File: src/rtl/hex_display_sched.sv
// Drives HEX3..HEX0 from one shared 7-segment decoder, one nibble per cycle, MSB first.
// Supports leading-zero blanking and per-digit blinking from a free-running prescaler.
module hex_display_sched #(
  parameter int BLINK_DIV = 12_500_000
) (
  input  logic        CLOCK_50,
  input  logic        reset,
  input  logic        load,
  input  logic [15:0] value,
  input  logic        lz_blank,
  input  logic [3:0]  blink_mask,
  output logic        ready,
  output logic        done,
  output logic [6:0]  HEX0,
  output logic [6:0]  HEX1,
  output logic [6:0]  HEX2,
  output logic [6:0]  HEX3,
  output logic [1:0]  fsm_state
);

  localparam int PW = $clog2(BLINK_DIV);
  localparam logic [PW-1:0] PRESC_MAX = PW'(BLINK_DIV - 1);

  typedef enum logic [1:0] {
    S_IDLE   = 2'd0,
    S_DECODE = 2'd1,
    S_DONE   = 2'd2
  } state_t;

  // Handshake: a transfer happens on a clock edge where ready=1 and load=1;
  // load while ready=0 is dropped, never queued.
  state_t         state_q, state_d;
  logic [1:0]     idx_q;
  logic [15:0]    value_q;
  logic           lz_q;
  logic [3:0]     mask_q;
  logic           seen_q;
  logic [6:0]     digit_q [4];
  logic [PW-1:0]  presc_q;
  logic           phase_q;

  logic           accept;
  logic [3:0]     nibble;
  logic [6:0]     seg;
  logic           blank_lz;

  assign accept    = (state_q == S_IDLE) && load;
  assign fsm_state = state_q;

  always_ff @(posedge CLOCK_50) begin
    if (reset) state_q <= S_IDLE;
    else       state_q <= state_d;
  end

  always_comb begin
    state_d = state_q;
    ready   = 1'b0;
    done    = 1'b0;
    case (state_q)
      S_IDLE: begin
        ready = 1'b1;
        if (load) state_d = S_DECODE;
      end
      S_DECODE: begin
        if (idx_q == 2'd0) state_d = S_DONE;
      end
      S_DONE: begin
        done    = 1'b1;
        state_d = S_IDLE;
      end
      default: state_d = S_IDLE;
    endcase
  end

  always_comb begin
    nibble = 4'h0;
    case (idx_q)
      2'd3:    nibble = value_q[15:12];
      2'd2:    nibble = value_q[11:8];
      2'd1:    nibble = value_q[7:4];
      default: nibble = value_q[3:0];
    endcase
  end

  always_comb begin
    seg = 7'h7F;
    case (nibble)
      4'h0: seg = 7'h40;
      4'h1: seg = 7'h79;
      4'h2: seg = 7'h24;
      4'h3: seg = 7'h30;
      4'h4: seg = 7'h19;
      4'h5: seg = 7'h12;
      4'h6: seg = 7'h02;
      4'h7: seg = 7'h78;
      4'h8: seg = 7'h00;
      4'h9: seg = 7'h10;
      4'hA: seg = 7'h08;
      4'hB: seg = 7'h03;
      4'hC: seg = 7'h46;
      4'hD: seg = 7'h21;
      4'hE: seg = 7'h06;
      default: seg = 7'h0E;
    endcase
  end

  // Digit 0 is never blanked so an all-zero value still shows "0".
  assign blank_lz = lz_q && !seen_q && (nibble == 4'h0) && (idx_q != 2'd0);

  always_ff @(posedge CLOCK_50) begin
    if (reset) begin
      idx_q   <= 2'd0;
      value_q <= 16'h0000;
      lz_q    <= 1'b0;
      mask_q  <= 4'h0;
      seen_q  <= 1'b0;
      for (int i = 0; i < 4; i++) digit_q[i] <= 7'h7F;
    end else if (accept) begin
      idx_q   <= 2'd3;
      value_q <= value;
      lz_q    <= lz_blank;
      mask_q  <= blink_mask;
      seen_q  <= 1'b0;
    end else if (state_q == S_DECODE) begin
      digit_q[idx_q] <= blank_lz ? 7'h7F : seg;
      seen_q         <= seen_q | (nibble != 4'h0);
      idx_q          <= idx_q - 2'd1;
    end
  end

  always_ff @(posedge CLOCK_50) begin
    if (reset) begin
      presc_q <= '0;
      phase_q <= 1'b0;
    end else if (presc_q == PRESC_MAX) begin
      presc_q <= '0;
      phase_q <= ~phase_q;
    end else begin
      presc_q <= presc_q + 1'b1;
    end
  end

  assign HEX0 = (phase_q & mask_q[0]) ? 7'h7F : digit_q[0];
  assign HEX1 = (phase_q & mask_q[1]) ? 7'h7F : digit_q[1];
  assign HEX2 = (phase_q & mask_q[2]) ? 7'h7F : digit_q[2];
  assign HEX3 = (phase_q & mask_q[3]) ? 7'h7F : digit_q[3];

endmodule

File: config.mk
export PLATFORM = sky130hd
export DESIGN_NAME = hex_display_sched
export DESIGN_NICKNAME = d
export VERILOG_FILES = /design/src/rtl/hex_display_sched.sv
export SDC_FILE = /design/constraint.sdc
export NUM_CORES = 1
export LEC_CHECK = 0
export ABC_CLOCK_PERIOD_IN_PS = 2640
export CAP_MARGIN = 25
export CORE_ASPECT_RATIO = 1.75
export CORE_MARGIN = 2
export CORE_UTILIZATION = 50
export DETAILED_ROUTE_END_ITERATION = 7
export PLACE_DENSITY = 0.75
export SLEW_MARGIN = 20
export SYNTH_ARGS = -nofsm -noshare
export SYNTH_HDL_FRONTEND = slang
export SYNTH_SLANG_ARGS = --single-unit
File: constraint.sdc
create_clock -name CLOCK_50 -period 2.64 [get_ports CLOCK_50]
set_input_delay 0.396 -clock CLOCK_50 [delete_from_list [all_inputs] [get_ports CLOCK_50]]
set_output_delay 0.396 -clock CLOCK_50 [all_outputs]
set_load 0.05 [all_outputs]
==> results of run 1 <==
[synth_stat cells (all sizes together), types with 2 or more instances]
master,count
a211oi,4
a21o,2
a21oi,10
a222oi,2
a22o,21
a22oi,4
and3,5
and4,2
buf,8
clkbuf,5
dfxtp,51
edfxtp,28
ha,8
inv,12
mux2,2
nand2,31
nand2b,30
nand3,18
nand4,7
nor2,42
nor2b,2
nor3,10
nor4,3
nor4b,2
o211ai,3
o21a,2
o21ai,11
o22ai,2
or2,4
or2b,2
xnor2,11
xor2,12
[registers in the layout, summed over array words and instances (netlist names)]
| name | flops |
|---|---|
| idx_q | 2 |
| presc_q | 24 |
| mask_q | 4 |
| seen_q | 1 |
| lz_q | 1 |
| phase_q | 1 |
| digit_q | 28 |
| fsm_state | 2 |
| value_q | 16 |
[per-stage QoR]
step	power, W	worst slack (ns)
2_1_floorplan	0.001771	0.2942
4_1_cts	0.003191	0.003807
5_1_grt	0.003312	0.02784
3_5_place_dp	0.001967	0.02658
6_report	0.003184	0.1741
3_3_place_gp	0.001961	0.06646
[what timing repair did]
| item | in CTS | in global routing |
|---|---|---|
| resized for setup | 0 | 4 |
| hold endpoints to repair | 0 | 0 |
| setup endpoints to repair | 0 | 16 |
| buffers inserted | 0 | 2 |
[critical path: cells and delay by family, from the launching register on]
kind,cells,cell delay (ns)
AO/OA/AOI/OAI,3,0.52
flip-flops,1,0.34
multiplexers,1,0.46
buffers and inverters,3,0.48
AND/OR/NAND/NOR,1,0.13
adder cells (fa/ha/maj),1,0.26
[report_power, final]
part	internal (W)	total, W	switching (W)	leakage (nW)
registers	0.00132	0.00135	0.0000326	0.617
clock network	0.000724	0.00123	0.000501	0.151
logic	0.000238	0.000611	0.000373	0.889
[layer usage]
| metal | wire [um] | GRT usage [%] | vias to the layer above |
|---|---|---|---|
| met2 | 4631 | 39.18 | 85 |
| met4 | 443 | 15.07 | 0 |
| met1 | 3067 | 22.80 | 1401 |
| met3 | 350 | 4.795 | 31 |
| met5 | 0 | 0 | - |
| li1 | - | - | 1441 |
[cell type report]
cell class	instances	area share (%)
inverters	12	0.9554
multi-input cells	262	36.49
repair buffers	72	14.38
clock inverters	5	0.7696
clock buffers	11	5.600
well taps	86	2.282
flip-flops and latches	79	39.52
[final timing paths]
check | to | slack [ns] | cells past startpoint | startpoint
hold reg to reg | presc_q[0] | 0.48 | 1 | presc_q[0]
hold / removal | presc_q[0] | 0.48 | 1 | presc_q[0]
setup / recovery | digit_q[1][3] | 0.17 | 9 | idx_q[1]
setup reg to reg | digit_q[1][3] | 0.17 | 9 | idx_q[1]
[cell usage in the layout, fill, tap and decap left out, drive strengths merged, types with 3 or more instances in the layout]
cell and n:
a211oi 4, a21oi 10, a22o 21, a22oi 4, and3 5, buf 17
clkbuf 11, clkdlybuf4s50 55, clkinv 3, dfxtp 51, edfxtp 28, ha 8
inv 14, nand2 31, nand2b 30, nand3 18, nand4 7, nor2 42
nor3 10, nor4 3, o211ai 3, o21ai 11, or2 4, xnor2 11
xor2 12
[cell families after synthesis]
family | count (synthesis) | synth area share, %
simple gates | 162 | 23.08
flops | 79 | 50.29
compound gates | 66 | 13.72
buf+inv | 25 | 3.582
xor+xnor | 23 | 5.441
fa+ha+maj | 8 | 2.704
mux | 3 | 1.183
==> impl_metrics.sql, run 1 <==
INSERT INTO impl_metrics (metric_group, metric, value, unit) VALUES
('outcome', 'status', 'complete, no violations', ''),
('global_route', 'gr-total-overflow', '0', ''),
('timing', 'fin_crit', '2.466', 'ns'),
('setup_path', 'cp.arrival', '2.54', 'ns'),
('setup_path', 'worst_path_max_delay_cell', 'sky130_fd_sc_hd__mux2i_2', ''),
('yosys', 'synth_seq_area_share', '50.29', '%'),
('yosys', 'ys_ff_latch', '79', ''),
('setup_path', 'cp_cell_sequence', 'inv_1 -> ha_1 -> a222oi_1 -> buf_4 -> mux2i_2 -> buf_4 -> o21ai_0 -> o22ai_2 -> nand3_1', ''),
('global_route', 'global_route_total_usage_across_every_layer', '22.16', '%'),
('yosys', 'synth-async-reset-ratio', '0', '%'),
('power_and_ir_drop', 'power-per-cell-area', '675.5', 'mW/mm2'),
('clock_tree', 'ctsHoldBuffers', '0', ''),
('yosys', 'synth.top_cells.by_area', 'sky130_fd_sc_hd__dfxtp_1 28%, sky130_fd_sc_hd__edfxtp_1 23%, sky130_fd_sc_hd__nand2b_1 5.1%', ''),
('yosys', 'synthesized_nets', '398', ''),
('clock_tree', 'clockRootBuffer', 'sky130_fd_sc_hd__clkbuf_16', ''),
('clock_tree', 'tritoncts', 'yes', ''),
('detailed_routing', 'detailedRoute.firstPassIterationCount', '5', ''),
('floorplan', 'core_area', '0.007182', 'mm2'),
('yosys', 'synth_enable_flop_cells', '28', ''),
('detailed_routing', 'wl_per_cell', '16.12', 'um'),
('detailed_routing', 'detail_route.drc_violations', '0', ''),
('clock_tree', 'clock_tree.buffer_depth', '2', ''),
('clock_tree', 'clkLatencyLatePin', '0.34', 'ns'),
('clock_tree', 'clock_sink_count', '79', ''),
('clock_tree', 'htreeDepth', '3', ''),
('placement', 'placed_cells_incl_taps', '509', ''),
('global_route', 'grt_first_pass_wirelength', '14120', 'um'),
('detailed_routing', 'route.final.wire_length', '8493', 'um'),
('placement', 'place_congestion', '0.8750', ''),
('timing', 'hold_violations', '0', ''),
('yosys', 'synth_cells', '366', ''),
('setup_path', 'path_common_cell', 'sky130_fd_sc_hd__buf_4', ''),
('yosys', 'netlist-cell-type-count', '56', ''),
('power_and_ir_drop', 'cellLeakagePower', '1.658', 'nW'),
('placement', 'hpwl', '6356', 'um'),
('final_layout', 'layout-drive-gt1-share', '13.15', '%'),
('final_layout', 'area_taken_by_multi_input_logic_gates', '0.001720', 'mm2'),
('setup_path', 'critPathKind', 'reg2reg', ''),
('final_layout', 'n_antenna_cell', '0', ''),
('detailed_routing', 'num_vias', '2958', ''),
('timing', 'slew_headroom', '57.70', '%'),
('timing', 'final.setup.tns', '0', 'ns'),
('yosys', 'synth_area', '0.003702', 'mm2'),
('power_and_ir_drop', 'worst_ir_drop_vdd', '482.7', 'uV'),
('timing', 'timing.final.setup_violations', '0', ''),
('detailed_routing', 'drt_first_iter_violations', '146', ''),
('global_route', 'vias_in_the_first_global_route', '2957', ''),
('clock_tree', 'clk_transition_reported_paths', '0.06', 'ns'),
('final_layout', 'final-instance-count-excl-fill', '527', ''),
('detailed_routing', 'vias_per_cell', '5.613', ''),
('hold_path', 'timing.hold.worst.class', 'reg2reg', ''),
('timing', 'grt_setup_unrepaired', 'no', ''),
('setup_path', 'critical-path-max-stage-delay', '0.46', 'ns'),
('placement', 'detailed_place.area', '0.004385', 'mm2'),
('setup_path', 'setup.worst_path.end_class', 'flip-flop', ''),
('final_layout', 'footprint_of_the_flip_flops_and_latches', '0.001863', 'mm2'),
('timing', 'hold_ws', '0.4795', 'ns'),
('final_layout', 'layout.filler_cells', '602', ''),
('timing', 'timing_max_transition_violations_final', '0', ''),
('final_layout', 'fin_area', '0.004715', 'mm2'),
('yosys', 'synthesis.area_per_instance', '10.12', 'um2'),
('setup_path', 'critical_path_required', '2.72', 'ns'),
('detailed_routing', 'route.antenna.remaining_nets', '0', ''),
('setup_path', 'critical_path.max_fanout', '10', ''),
('global_route', 'grt_antenna_before_repair', '0', ''),
('timing', 'period_share', '93.41', '%'),
('floorplan', 'fp.dieW', '69.05', 'um'),
('final_layout', 'finish.utilization', '65.64', '%'),
('floorplan', 'design.die.area', '0.008136', 'mm2'),
('yosys', 'yosys_warnings', '0', ''),
('setup_path', 'critical_path.startpoint_type', 'flip-flop', '');
Power figures use the tool's default switching activity.
==> run 2, diff against run 1 <==
--- a/constraint.sdc
+++ b/constraint.sdc
@@ -3,2 +3,2 @@
 set_output_delay 0.396 -clock CLOCK_50 [all_outputs]
-set_load 0.05 [all_outputs]
+set_load 0.005 [all_outputs]
==> results of run 2 <==
The final DEF is identical to that of run 1. Status: complete, no violations.
Among the figures that moved: total power 0.003184 W -> 0.003124 W; worst IR drop on VDD 482.7 uV -> 480.9 uV
==> run 3, diff against run 2 <==
- GPL_TIMING_DRIVEN: not set -> 0
- RECOVER_POWER: not set -> 100
- REMOVE_ABC_BUFFERS: not set -> 1
==> run 3 against run 2 <==
  * Utilization increased by 0.23 points
  * Combinational power grew 2%
  * Critical path type unchanged
  * Worst hold slack lost 0.0067 ns
  * Die area unchanged
==> impl_metrics.sql, run 3 (same netlist as run 1, synthesis figures left out) <==
INSERT INTO impl_metrics (metric_group, metric, value, unit) VALUES
('outcome', 'status', 'complete, no violations', ''),
('final_layout', 'largestRegisters', 'digit_q: 28 flops, presc_q: 24 flops, value_q: 16 flops', ''),
('timing', 'timing_max_transition_violations_final', '0', ''),
('timing', 'finClkSkew', '0.006701', 'ns'),
('floorplan', 'chipHeight', '117.8', 'um'),
('global_route', 'global_route_total_usage_across_every_layer', '20.71', '%'),
('global_route', 'grt_antenna_before_repair', '0', ''),
('setup_path', 'cp_cell_sequence', 'inv_1 -> ha_2 -> a21oi_1 -> a22oi_2 -> inv_1 -> ha_1 -> nand2_1 -> a211oi_1 -> a311oi_2 -> buf_4 -> nand2_1', ''),
('final_layout', 'layout-area-overhead-vs-synth', '27.78', '%'),
('detailed_routing', 'num_vias', '2867', ''),
('floorplan', 'num_rows', '41', ''),
('clock_tree', 'htreeDepth', '3', ''),
('hold_path', 'timing.hold.worst.class', 'reg2reg', ''),
('clock_tree', 'tritoncts', 'yes', ''),
('final_layout', 'n_antenna_cell', '0', ''),
('detailed_routing', 'detail_route.drc_violations', '0', ''),
('timing', 'slew_headroom', '45.68', '%'),
('job', 'drv.max_cap_violation_count', '0', ''),
('global_route', 'gr-total-overflow', '0', ''),
('clock_tree', 'clockRootBuffer', 'sky130_fd_sc_hd__clkbuf_16', ''),
('floorplan', 'initial_utilization', '51.55', '%'),
('setup_path', 'worst_path_dominant_cell_family', 'compound AO/OA/AOI/OAI gates', ''),
('clock_tree', 'clock_tree.buffer_depth', '2', ''),
('timing', 'timing_worst_slew_pin_value', '0.8086', 'ns'),
('placement', 'placed_cells_incl_taps', '495', ''),
('detailed_routing', 'route.antenna.remaining_nets', '0', ''),
('clock_tree', 'clk_transition_reported_paths', '0.06', 'ns'),
('placement', 'place_congestion', '0.8968', ''),
('timing', 'timing.final.setup_violations', '0', ''),
('timing', 'fin_crit', '2.510', 'ns'),
('power_and_ir_drop', 'cellLeakagePower', '1.626', 'nW'),
('timing', 'hold_violations', '0', ''),
('clock_tree', 'clock_sink_count', '79', ''),
('setup_path', 'critPathKind', 'reg2reg', ''),
('final_layout', 'final_cell_mix', '53 x sky130_fd_sc_hd__clkdlybuf4s50_1, 49 x sky130_fd_sc_hd__dfxtp_1, 41 x sky130_fd_sc_hd__nor2_1, 31 x sky130_fd_sc_hd__nand2_1, 30 x sky130_fd_sc_hd__nand2b_1', ''),
('setup_path', 'setup.worst_path.end_class', 'flip-flop', ''),
('detailed_routing', 'drt_first_iter_violations', '142', ''),
('final_layout', 'final_common_cell', 'sky130_fd_sc_hd__clkdlybuf4s50_1', ''),
('setup_path', 'r2r_slack', '0.13', 'ns'),
('clock_tree', 'cts_buffers', '9', ''),
('detailed_routing', 'detailedRoute.firstPassIterationCount', '4', ''),
('setup_path', 'critical_path_required', '2.70', 'ns'),
('setup_path', 'timing.reg2reg.worst_path_depth', '11', ''),
('floorplan', 'fp.dieW', '69.05', 'um'),
('placement', 'detailed_place.area', '0.004294', 'mm2'),
('final_layout', 'largest-register', 'digit_q', ''),
('setup_path', 'critical-path-max-stage-delay', '0.37', 'ns'),
('final_layout', 'largest_register_ffs', '28', ''),
('final_layout', 'fin_area', '0.004731', 'mm2'),
('placement', 'hpwl', '5886', 'um'),
('setup_path', 'cp.arrival', '2.57', 'ns'),
('hold_path', 'worst_hold_path.num_cells', '1', ''),
('setup_path', 'critical_path.startpoint_type', 'flip-flop', ''),
('final_layout', 'layout.nets', '459', ''),
('placement', 'port_buffers', '55', ''),
('floorplan', 'io_pins', '56', ''),
('setup_path', 'worst_path_max_delay_cell', 'sky130_fd_sc_hd__dfxtp_2', ''),
('timing', 'period_share', '95.09', '%'),
('detailed_routing', 'vias_per_cell', '5.535', ''),
('final_layout', 'layout-drive-gt1-share', '13.66', '%'),
('detailed_routing', 'wl_per_cell', '15.59', 'um'),
('final_layout', 'final-instance-count-excl-fill', '518', ''),
('clock_tree', 'clkLatencyLatePin', '0.34', 'ns'),
('power_and_ir_drop', 'power-per-cell-area', '668.5', 'mW/mm2'),
('floorplan', 'core_area', '0.007182', 'mm2'),
('floorplan', 'design.die.area', '0.008136', 'mm2'),
('global_route', 'vias_in_the_first_global_route', '2815', ''),
('timing', 'timing.fmax', '398.3', 'MHz'),
('setup_path', 'cp_num_cells', '11', ''),
('detailed_routing', 'route.final.wire_length', '8075', 'um'),
('global_route', 'maximum_number_of_pins_on_one_net_before_global_route_repair', '25', ''),
('global_route', 'grt_first_pass_wirelength', '13340', 'um'),
('setup_path', 'critical_path.max_fanout', '8', ''),
('setup_path', 'cp_num_buf_inv', '3', ''),
('power_and_ir_drop', 'worst_ir_drop_vdd', '540.1', 'uV');
-- run 3: cell count changes in the layout (fill, tap and decap cells not counted), sizes merged --
cell           delta
dlygate4sd3       +2
buf               -9
clkinv            -1
clkdlybuf4s50     -2
inv               +1
-- run 3: report_power, final --
part	switching (W)	leakage (nW)	internal, W
combinational	0.000316	0.852	0.000245
sequential	0.0000363	0.618	0.00132
clock	0.000494	0.157	0.000755
total	0.000847	1.63	0.00232
-- run 3: path summary, 6_finish.rpt --
path / start / endpoint
min: seen_q / seen_q
max reg2reg: idx_q[0] / digit_q[0][2]
min reg2reg: seen_q / seen_q
max: idx_q[0] / digit_q[0][2]
-- run 3: stage by stage --
stage	TNS (ns)	power (W)	setup slack, ns	utilization [%]	hold WS (ns)
after floorplan	0	0.001688	0.1339	-	0.4378
after global placement	-12.88	0.001855	-0.3691	59.49	0.4528
after detailed placement	-10.68	0.001869	-0.4070	59.79	0.4589
after CTS	0	0.003139	0.006950	64.81	0.4728
after global routing	-0.02037	0.003303	-0.01121	65.87	0.4893
final	0	0.003163	0.1296	65.87	0.4728
-- run 3: layer usage --
| metal | wire length (um) | vias up | GRT usage [%] |
|---|---|---|---|
| li1 | - | 1421 | - |
| met4 | 261 | 0 | 11.03 |
| met1 | 3106 | 1361 | 21.83 |
| met3 | 306 | 21 | 4.538 |
| met5 | 0 | - | 0 |
| met2 | 4401 | 64 | 37.50 |
-- run 3: worst reg2reg max path, stage by stage (launching register included) --
cell                       delay, ns
sky130_fd_sc_hd__dfxtp_2        0.37
sky130_fd_sc_hd__inv_1          0.18
sky130_fd_sc_hd__ha_2           0.27
sky130_fd_sc_hd__a21oi_1        0.10
sky130_fd_sc_hd__a22oi_2        0.22
sky130_fd_sc_hd__inv_1          0.11
sky130_fd_sc_hd__ha_1           0.25
sky130_fd_sc_hd__nand2_1        0.17
sky130_fd_sc_hd__a211oi_1       0.11
sky130_fd_sc_hd__a311oi_2       0.23
sky130_fd_sc_hd__buf_4          0.18
sky130_fd_sc_hd__nand2_1        0.05
-- run 3: repair_timing --
item | CTS | global route
buffers inserted | 2 | 5
endpoints found under the setup margin | 29 | 32
resized for setup | 8 | 9
pin swaps | 3 | 6
hold endpoints to repair | 0 | 0
hold buffers | 0 | 0
-- run 3: area by class of cell --
| cell class | instances | area (um2) |
|---|---|---|
| inverters | 12 | 45.04 |
| flip-flops and latches | 79 | 1867 |
| well taps | 86 | 107.6 |
| clock inverters | 5 | 33.78 |
| multi-input cells | 262 | 1784 |
| repair buffers | 63 | 618.1 |
| clock buffers | 11 | 275.3 |
| fillers | 583 | 2451 |
